File: src/rtl/muldiv_pkg.sv
// Shared types and sizing for the iterative RV32M multiply/divide unit.
// The divide datapath is present only when MULDIV_DIV_EN is defined.
package muldiv_pkg;

  localparam int MULDIV_XLEN  = 32;
  localparam int MULDIV_CNT_W = $clog2(MULDIV_XLEN);

  typedef enum logic [2:0] {
    OP_MUL    = 3'd0,
    OP_MULH   = 3'd1,
    OP_MULHSU = 3'd2,
    OP_MULHU  = 3'd3,
    OP_DIV    = 3'd4,
    OP_DIVU   = 3'd5,
    OP_REM    = 3'd6,
    OP_REMU   = 3'd7
  } muldiv_op_e;

  typedef enum logic [1:0] {
    IDLE = 2'd0,
    CALC = 2'd1,
    DONE = 2'd2
  } muldiv_state_e;

  function automatic int cnt_w(input int w);
    return (w > 1) ? $clog2(w) : 1;
  endfunction

endpackage

File: src/rtl/muldiv_divider.sv
// Restoring unsigned divide datapath: one shift-subtract step per cycle on
// operand magnitudes; next-step values are exposed so the caller can capture them.
module muldiv_divider
  import muldiv_pkg::*;
#(
  parameter int DATA_WIDTH = MULDIV_XLEN
) (
  input  logic                  clk,
  input  logic                  rst,
  input  logic                  load,
  input  logic                  step,
  input  logic [DATA_WIDTH-1:0] dividend,
  input  logic [DATA_WIDTH-1:0] divisor,
  output logic [DATA_WIDTH-1:0] quot_next,
  output logic [DATA_WIDTH-1:0] rem_next,
  output logic                  div_zero
);

  localparam int W = DATA_WIDTH;

  logic [W-1:0] quot_q;
  logic [W-1:0] rem_q;
  logic [W-1:0] divisor_q;
  logic [W:0]   shifted;
  logic [W:0]   diff;

  // Bit W of the difference is the borrow: set means the trial subtract failed.
  always_comb begin
    shifted = {rem_q, quot_q[W-1]};
    diff    = shifted - {1'b0, divisor_q};
    if (diff[W]) begin
      rem_next  = shifted[W-1:0];
      quot_next = {quot_q[W-2:0], 1'b0};
    end else begin
      rem_next  = diff[W-1:0];
      quot_next = {quot_q[W-2:0], 1'b1};
    end
  end

  assign div_zero = (divisor_q == '0);

  always_ff @(posedge clk or posedge rst) begin
    if (rst) begin
      quot_q    <= '0;
      rem_q     <= '0;
      divisor_q <= '0;
    end else if (load) begin
      quot_q    <= dividend;
      rem_q     <= '0;
      divisor_q <= divisor;
    end else if (step) begin
      quot_q    <= quot_next;
      rem_q     <= rem_next;
    end
  end

endmodule

File: src/rtl/muldiv_unit.sv
// Iterative RV32M multiply/divide unit, fixed DATA_WIDTH-step latency.
// Define MULDIV_DIV_EN to build the divider; otherwise ops 4-7 report illegal_op.
module muldiv_unit
  import muldiv_pkg::*;
#(
  parameter int DATA_WIDTH    = MULDIV_XLEN,
  parameter int ADDRESS_WIDTH = 5
) (
  input  logic                     clk,
  input  logic                     rst,
  input  logic                     start,
  input  logic [2:0]               op,
  input  logic [DATA_WIDTH-1:0]    rs1_val,
  input  logic [DATA_WIDTH-1:0]    rs2_val,
  input  logic [ADDRESS_WIDTH-1:0] rd_in,
  output logic                     busy,
  output logic                     done,
  output logic [DATA_WIDTH-1:0]    result,
  output logic [ADDRESS_WIDTH-1:0] rd_out,
  output logic                     wb_en,
  output logic                     illegal_op
);

  localparam int W  = DATA_WIDTH;
  localparam int CW = cnt_w(W);

  muldiv_state_e           state_q, state_d;
  logic [CW-1:0]           count_q;
  muldiv_op_e              op_q;
  muldiv_op_e              op_in;
  logic                    neg_a_q, neg_b_q, illegal_q, illegal_d;
  logic [W-1:0]            mcand_q;
  logic [2*W-1:0]          prod_q, prod_next, prod_fix;
  logic [W:0]              mul_sum;
  logic [W-1:0]            result_q, result_d;
  logic [W-1:0]            quot_fix, rem_fix;
  logic [ADDRESS_WIDTH-1:0] rd_q;
  logic                    accept, last;
  logic                    sign_a, sign_b;
  logic [W-1:0]            mag_a, mag_b;

  assign op_in = muldiv_op_e'(op);

  // Operands are stored as magnitudes; signs are reapplied after the last step.
  always_comb begin
    sign_a = rs1_val[W-1] & (op_in inside {OP_MUL, OP_MULH, OP_MULHSU, OP_DIV, OP_REM});
    sign_b = rs2_val[W-1] & (op_in inside {OP_MUL, OP_MULH, OP_DIV, OP_REM});
    mag_a  = sign_a ? -rs1_val : rs1_val;
    mag_b  = sign_b ? -rs2_val : rs2_val;
  end

  always_comb begin
    state_d = state_q;
    accept  = 1'b0;
    last    = 1'b0;
    unique case (state_q)
      IDLE: if (start) begin
        state_d = CALC;
        accept  = 1'b1;
      end
      CALC: if (count_q == CW'(W - 1)) begin
        state_d = DONE;
        last    = 1'b1;
      end
      DONE:    state_d = IDLE;
      default: state_d = IDLE;
    endcase
  end

  // Shift-add: the multiplier sits in the low half and is consumed LSB first.
  assign mul_sum   = {1'b0, prod_q[2*W-1:W]} + (prod_q[0] ? {1'b0, mcand_q} : {(W+1){1'b0}});
  assign prod_next = {mul_sum, prod_q[W-1:1]};
  assign prod_fix  = (neg_a_q ^ neg_b_q) ? -prod_next : prod_next;

`ifdef MULDIV_DIV_EN
  logic [W-1:0] quot_next, rem_next;
  logic         div_zero;

  muldiv_divider #(.DATA_WIDTH(W)) u_divider (
    .clk       (clk),
    .rst       (rst),
    .load      (accept),
    .step      (state_q == CALC),
    .dividend  (mag_a),
    .divisor   (mag_b),
    .quot_next (quot_next),
    .rem_next  (rem_next),
    .div_zero  (div_zero)
  );

  // Divide by zero yields all ones regardless of operand signs.
  assign quot_fix  = div_zero ? '1 : ((neg_a_q ^ neg_b_q) ? -quot_next : quot_next);
  assign rem_fix   = neg_a_q ? -rem_next : rem_next;
  assign illegal_d = 1'b0;
`else
  assign quot_fix  = '0;
  assign rem_fix   = '0;
  assign illegal_d = op[2];
`endif

  always_comb begin
    result_d = rem_fix;
    case (op_q)
      OP_MUL:                        result_d = prod_fix[W-1:0];
      OP_MULH, OP_MULHSU, OP_MULHU:  result_d = prod_fix[2*W-1:W];
      OP_DIV, OP_DIVU:               result_d = quot_fix;
      default:                       result_d = rem_fix;
    endcase
  end

  always_ff @(posedge clk or posedge rst) begin
    if (rst) begin
      state_q   <= IDLE;
      count_q   <= '0;
      op_q      <= OP_MUL;
      neg_a_q   <= 1'b0;
      neg_b_q   <= 1'b0;
      illegal_q <= 1'b0;
      mcand_q   <= '0;
      prod_q    <= '0;
      rd_q      <= '0;
      result_q  <= '0;
    end else begin
      state_q <= state_d;
      if (accept) begin
        count_q   <= '0;
        op_q      <= op_in;
        neg_a_q   <= sign_a;
        neg_b_q   <= sign_b;
        illegal_q <= illegal_d;
        mcand_q   <= mag_a;
        prod_q    <= {{W{1'b0}}, mag_b};
        rd_q      <= rd_in;
      end else if (state_q == CALC) begin
        count_q <= count_q + CW'(1);
        prod_q  <= prod_next;
        if (last) result_q <= result_d;
      end
    end
  end

  assign busy       = (state_q != IDLE);
  assign done       = (state_q == DONE);
  assign result     = result_q;
  assign rd_out     = rd_q;
  assign illegal_op = done & illegal_q;
  assign wb_en      = done & (rd_q != '0) & ~illegal_q;

endmodule

File: config.mk
export PLATFORM = sky130hd
export DESIGN_NAME = muldiv_unit
export DESIGN_NICKNAME = d
export VERILOG_FILES = /design/src/rtl/muldiv_pkg.sv /design/src/rtl/muldiv_divider.sv /design/src/rtl/muldiv_unit.sv
export SDC_FILE = /design/constraint.sdc
export NUM_CORES = 1
export LEC_CHECK = 0
export BUFFER_PORTS_ARGS = -buffer_cell sky130_fd_sc_hd__buf_4
export CORE_MARGIN = 1
export CORE_UTILIZATION = 60
export DETAILED_ROUTE_END_ITERATION = 8
export GPL_TIMING_DRIVEN = 0
export PLACE_DENSITY = 0.84
export SLEW_MARGIN = 20
export SYNTH_ARGS = -nofsm -noshare
export SYNTH_HDL_FRONTEND = slang
export SYNTH_SLANG_ARGS = --single-unit
export TNS_END_PERCENT = 1
File: constraint.sdc
create_clock -name clk -period 7.5 [get_ports clk]
set_clock_uncertainty 0.1 [all_clocks]
set_input_delay 0.375 -clock clk [delete_from_list [all_inputs] [get_ports clk]]
set_output_delay 0.375 -clock clk [all_outputs]
set_load 0.03 [all_outputs]
==> summary.md <==
| Metric | Value |
|---|---|
| Clock Pin Slew Worst Setup and Hold Paths | `roughly 0.07 ns` |
| DRC Markers | `0` |
| Final period util | `65.0%` |
| Mux contribution to synthesized area | `0.469%` |
| RSZ-0062 raised after global routing | `no` |
| Synth Area in Adders | `4.42%` |
| Worst hold-check path type | `in -> reg` |
| DR vias | `~11k` |
| # resized after CTS | `0` |
| Complex-gate fraction of the synthesized area | `around a quarter` |
| Gr usage total | `between 30% and 40%` |
| Synth Cell Area | `approximately 0.011 mm2` |
| Arrival time worst endpoint | `5.08 ns` |
| Nets | `roughly 1.6k` |
| Type of destination of the critical path | `flip-flop` |
| Post-Synth XOR/XNOR Area | `between 10% and 20%` |
| Critical path, cell by cell | `clkbuf_1 > and2_1 > ha_1 > a21oi_1 > o21ai_0 > a21oi_1 > nor4b_1 > a311oi_2 > a2111oi_2 > and4_1 > buf_4 > a31oi_1 > xnor2_1 > a221oi_1 > nor2_1` |
| Total gr overflow | `0` |
| Setup Buffers After CTS | `0` |
| Netlist cell types | `86` |
| Register-to-Register Path Depth | `15` |
| Post-synth EDFFs | `0` |
| Net count after synthesis | `approximately 1.5k` |
| First-pass GRT wire length | `~53000 um` |
| CTS tree | `built` |
| Core area | `around 0.018 mm2` |
| Routed WL | `34300 um` |
| Simple-gate share of the synthesized area | `23.3%` |
| Max-slew headroom | `between 40% and 50%` |
| CP Class | `reg -> reg` |
| Worst EP required | `slightly below 8 ns` |
| Sequential cell area fraction in the yosys report | `33.2%` |
| Most frequent cells in the layout | `nand2_1, dfrtp_1, o21ai_0` |
| Clock Latency Late Sink | `0.44 ns` |
| Status | `completed` |
| Die area | `0.0188 mm2` |
| Prevailing post-synth register cell | `dfrtp_1` |
| Max incr delay on CP | `between 0.6 and 0.7 ns` |
| CTS Buf Count | `17` |
| Synthesized flop and latch total | `145` |
| Slew @ Worst Pin | `approximately 0.82 ns` |
| Final estimated routing congestion in global placement | `between 0.9 and 1` |
| CP startpoint | `prod_q[0]$_DFFE_PP0P_` |
| N_diodes | `0` |
| Worst Path Max Fanout | `10` |
| Depth of the CTS H-tree | `4` |
| Post-DR wirelength/cell | `19.7 um` |
| Final setup fails | `0` |
| Max-slew violations | `0` |
| Synth area leader | `dfrtp_1` |
| Pre-antenna DRT Iters | `6` |
| Synth area leaders | `dfrtp_1, nand2_1, xnor2_1, o21ai_0, xor2_1` |
| Area Overhead vs Synth | `16.1%` |
| Critical path destination | `result[29]$_DFFE_PP0P_` |
| Via density per instance | `6.43` |
| Mapped Cells | `about 1.4k` |
| FP Rows | `48` |
| Leakage | `5.32 nW` |
| Crit path max-delay cell type | `a2111oi_2` |
| Post-synthesis average cell area | `about 8 um2` |
| Clk sink count | `between 100 and 150` |
| Hold depth | `3` |
| Yosys warns | `0` |
| Peak supply drop | `between 0.4 and 0.5 mV` |
| F_max | `~200 MHz` |
| Initial antenna violation count | `0` |
| Crit. path cell count | `15` |
| Post-synth top area share | `33.2%` |
| Top cell by count, worst path | `a21oi_1` |
| Max_cap viols | `0` |
| Nature of the critical path startpoint | `flip-flop` |
| Clock Path Buffers | `2` |
| Pwr dens | `slightly above 500 mW/mm2` |
| Post-route minimum period | `4.88 ns` |
| Gate family responsible for the most delay along the worst path | `compound AO/OA/AOI/OAI gates` |
| DRT antenna net count | `0` |
| Largest family of logic cells by synthesized area | `compound AO/OA/AOI/OAI gates` |
| Number of global-route vias before repair | `roughly 10k` |
| Initial Util | `between 60 and 70%` |
| Setup TNS Final | `0 ns` |
| Post-synth ARST share | `between 90% and 100%` |
| Drt initial violations | `around 1.3k` |
| I/O Pins | `roughly 120` |
| DIE WIDTH | `137 um` |
| Die height | `between 100 and 150 um` |
| Flop2flop setup slack | `roughly 2.6 ns` |
| Commonest non-fill, non-tap cell in the layout | `nand2_1` |
| Fraction of layout cells with a size suffix above 1 | `12.6%` |
| R2R Path End | `result[29]$_DFFE_PP0P_` |
| CP Buf/Inv Count | `2` |
| Worst r2r src | `prod_q[0]$_DFFE_PP0P_` |
| DP HPWL | `26200 um` |
| Clock root cell | `clkbuf_16` |
| # port buffers | `around 120` |
| Final hold vios | `0` |
| Largest net degree at the start of global routing | `83` |
| Final Core Density | `roughly 72%` |
## worst min-delay path by stage
stage,start,end,slack (ns)
2_1_floorplan,mcand_q[31]$_DFFE_PP0P_,mcand_q[31]$_DFFE_PP0P_,0.34
3_3_place_gp,mcand_q[24]$_DFFE_PP0P_,mcand_q[24]$_DFFE_PP0P_,0.35
3_5_place_dp,rst,rd_out[4]$_DFFE_PP0P_,0.34
4_1_cts,rd_in[1],rd_out[1]$_DFFE_PP0P_,0.03
5_1_grt,rd_in[1],rd_out[1]$_DFFE_PP0P_,0.05
6_report,rd_in[2],rd_out[2]$_DFFE_PP0P_,0.02
## synth_stat cells (all sizes together) (15+ instances only)
cell type and n:
a31oi 38, inv 29, xnor2 78, nand2 228
ha 37, xor2 60, o31ai 24, nand4 16
nor4 15, and2 43, nor2 114, dfrtp 145
nand3 47, o21ai 134, clkbuf 69, a21oi 70
## final cells by class
cell class	instances	area [um2]
clock inverter	11	93.8
sequential	145	3630
timing repair buffer	117	901
clock buffer	21	480
tap	225	282
multi-input combinational	1113	6850
buffer	83	339
inverter	29	116
fill	1391	4840
## repair_timing
action	4_1_cts	5_1_grt
hold buffers	1	0
setup endpoints to repair	0	0
endpoints found under the hold margin	63	0
## worst min-delay path, stage by stage
cell and delay, ns:
buf_4 0.08, nand2_1 0.04, nand2_1 0.05
## where the power goes
group | leakage [nW] | internal, mW | switching [mW]
clock network | 0.271 | 0.465 | 0.370
logic | 3.34 | 1.44 | 2.63
registers | 1.71 | 1.16 | 0.343
total | 5.32 | 3.07 | 3.34
## cells by family (layout without fill, tap and decap cells)
group / Yosys count / in the layout
and+or+nand+nor: 543 / 543
AOI/OAI and AO/OA: 389 / 389
adders and majority gates: 38 / 38
muxes: 5 / 5
xor gates and xnor gates: 138 / 138
DFF: 145 / 145
buffers and inverters: 112 / 261
## through the flow
| step | setup WS [ns] | area, um2 | hold WS, ns | power, mW | std cells |
|---|---|---|---|---|---|
| detailed placement | 2.95 | 12100 | 0.343 | 5.42 | 1711 |
| finish | 2.62 | 12700 | 0.0203 | 6.41 | 1744 |
| CTS | 2.82 | 12700 | 0.0266 | 6.28 | 1744 |
| global placement | 1.48 | 12100 | 0.354 | 5.33 | 1710 |
| floorplan | 3.13 | 10900 | 0.338 | 4.20 | 1370 |
| global route | 2.33 | 12700 | 0.0516 | 6.78 | 1744 |
## per-layer routing
layer  vias to the layer above  wire [um]  track usage (%)
li1                       5188          -                -
met1                      5314      14800             54.0
met2                       635      14900             55.1
met3                        83       3520             7.19
met4                         0       1080             14.8
met5                         -          0                0
## flip-flops by register name (all words and copies together) (netlist names)
signal   flops
mcand_q     32
state_q      2
rd_out       5
neg_a_q      1
prod_q      64
count_q      5
neg_b_q      1
result      32
op_q         3
No activity file was read; power rests on OpenSTA's default activity.
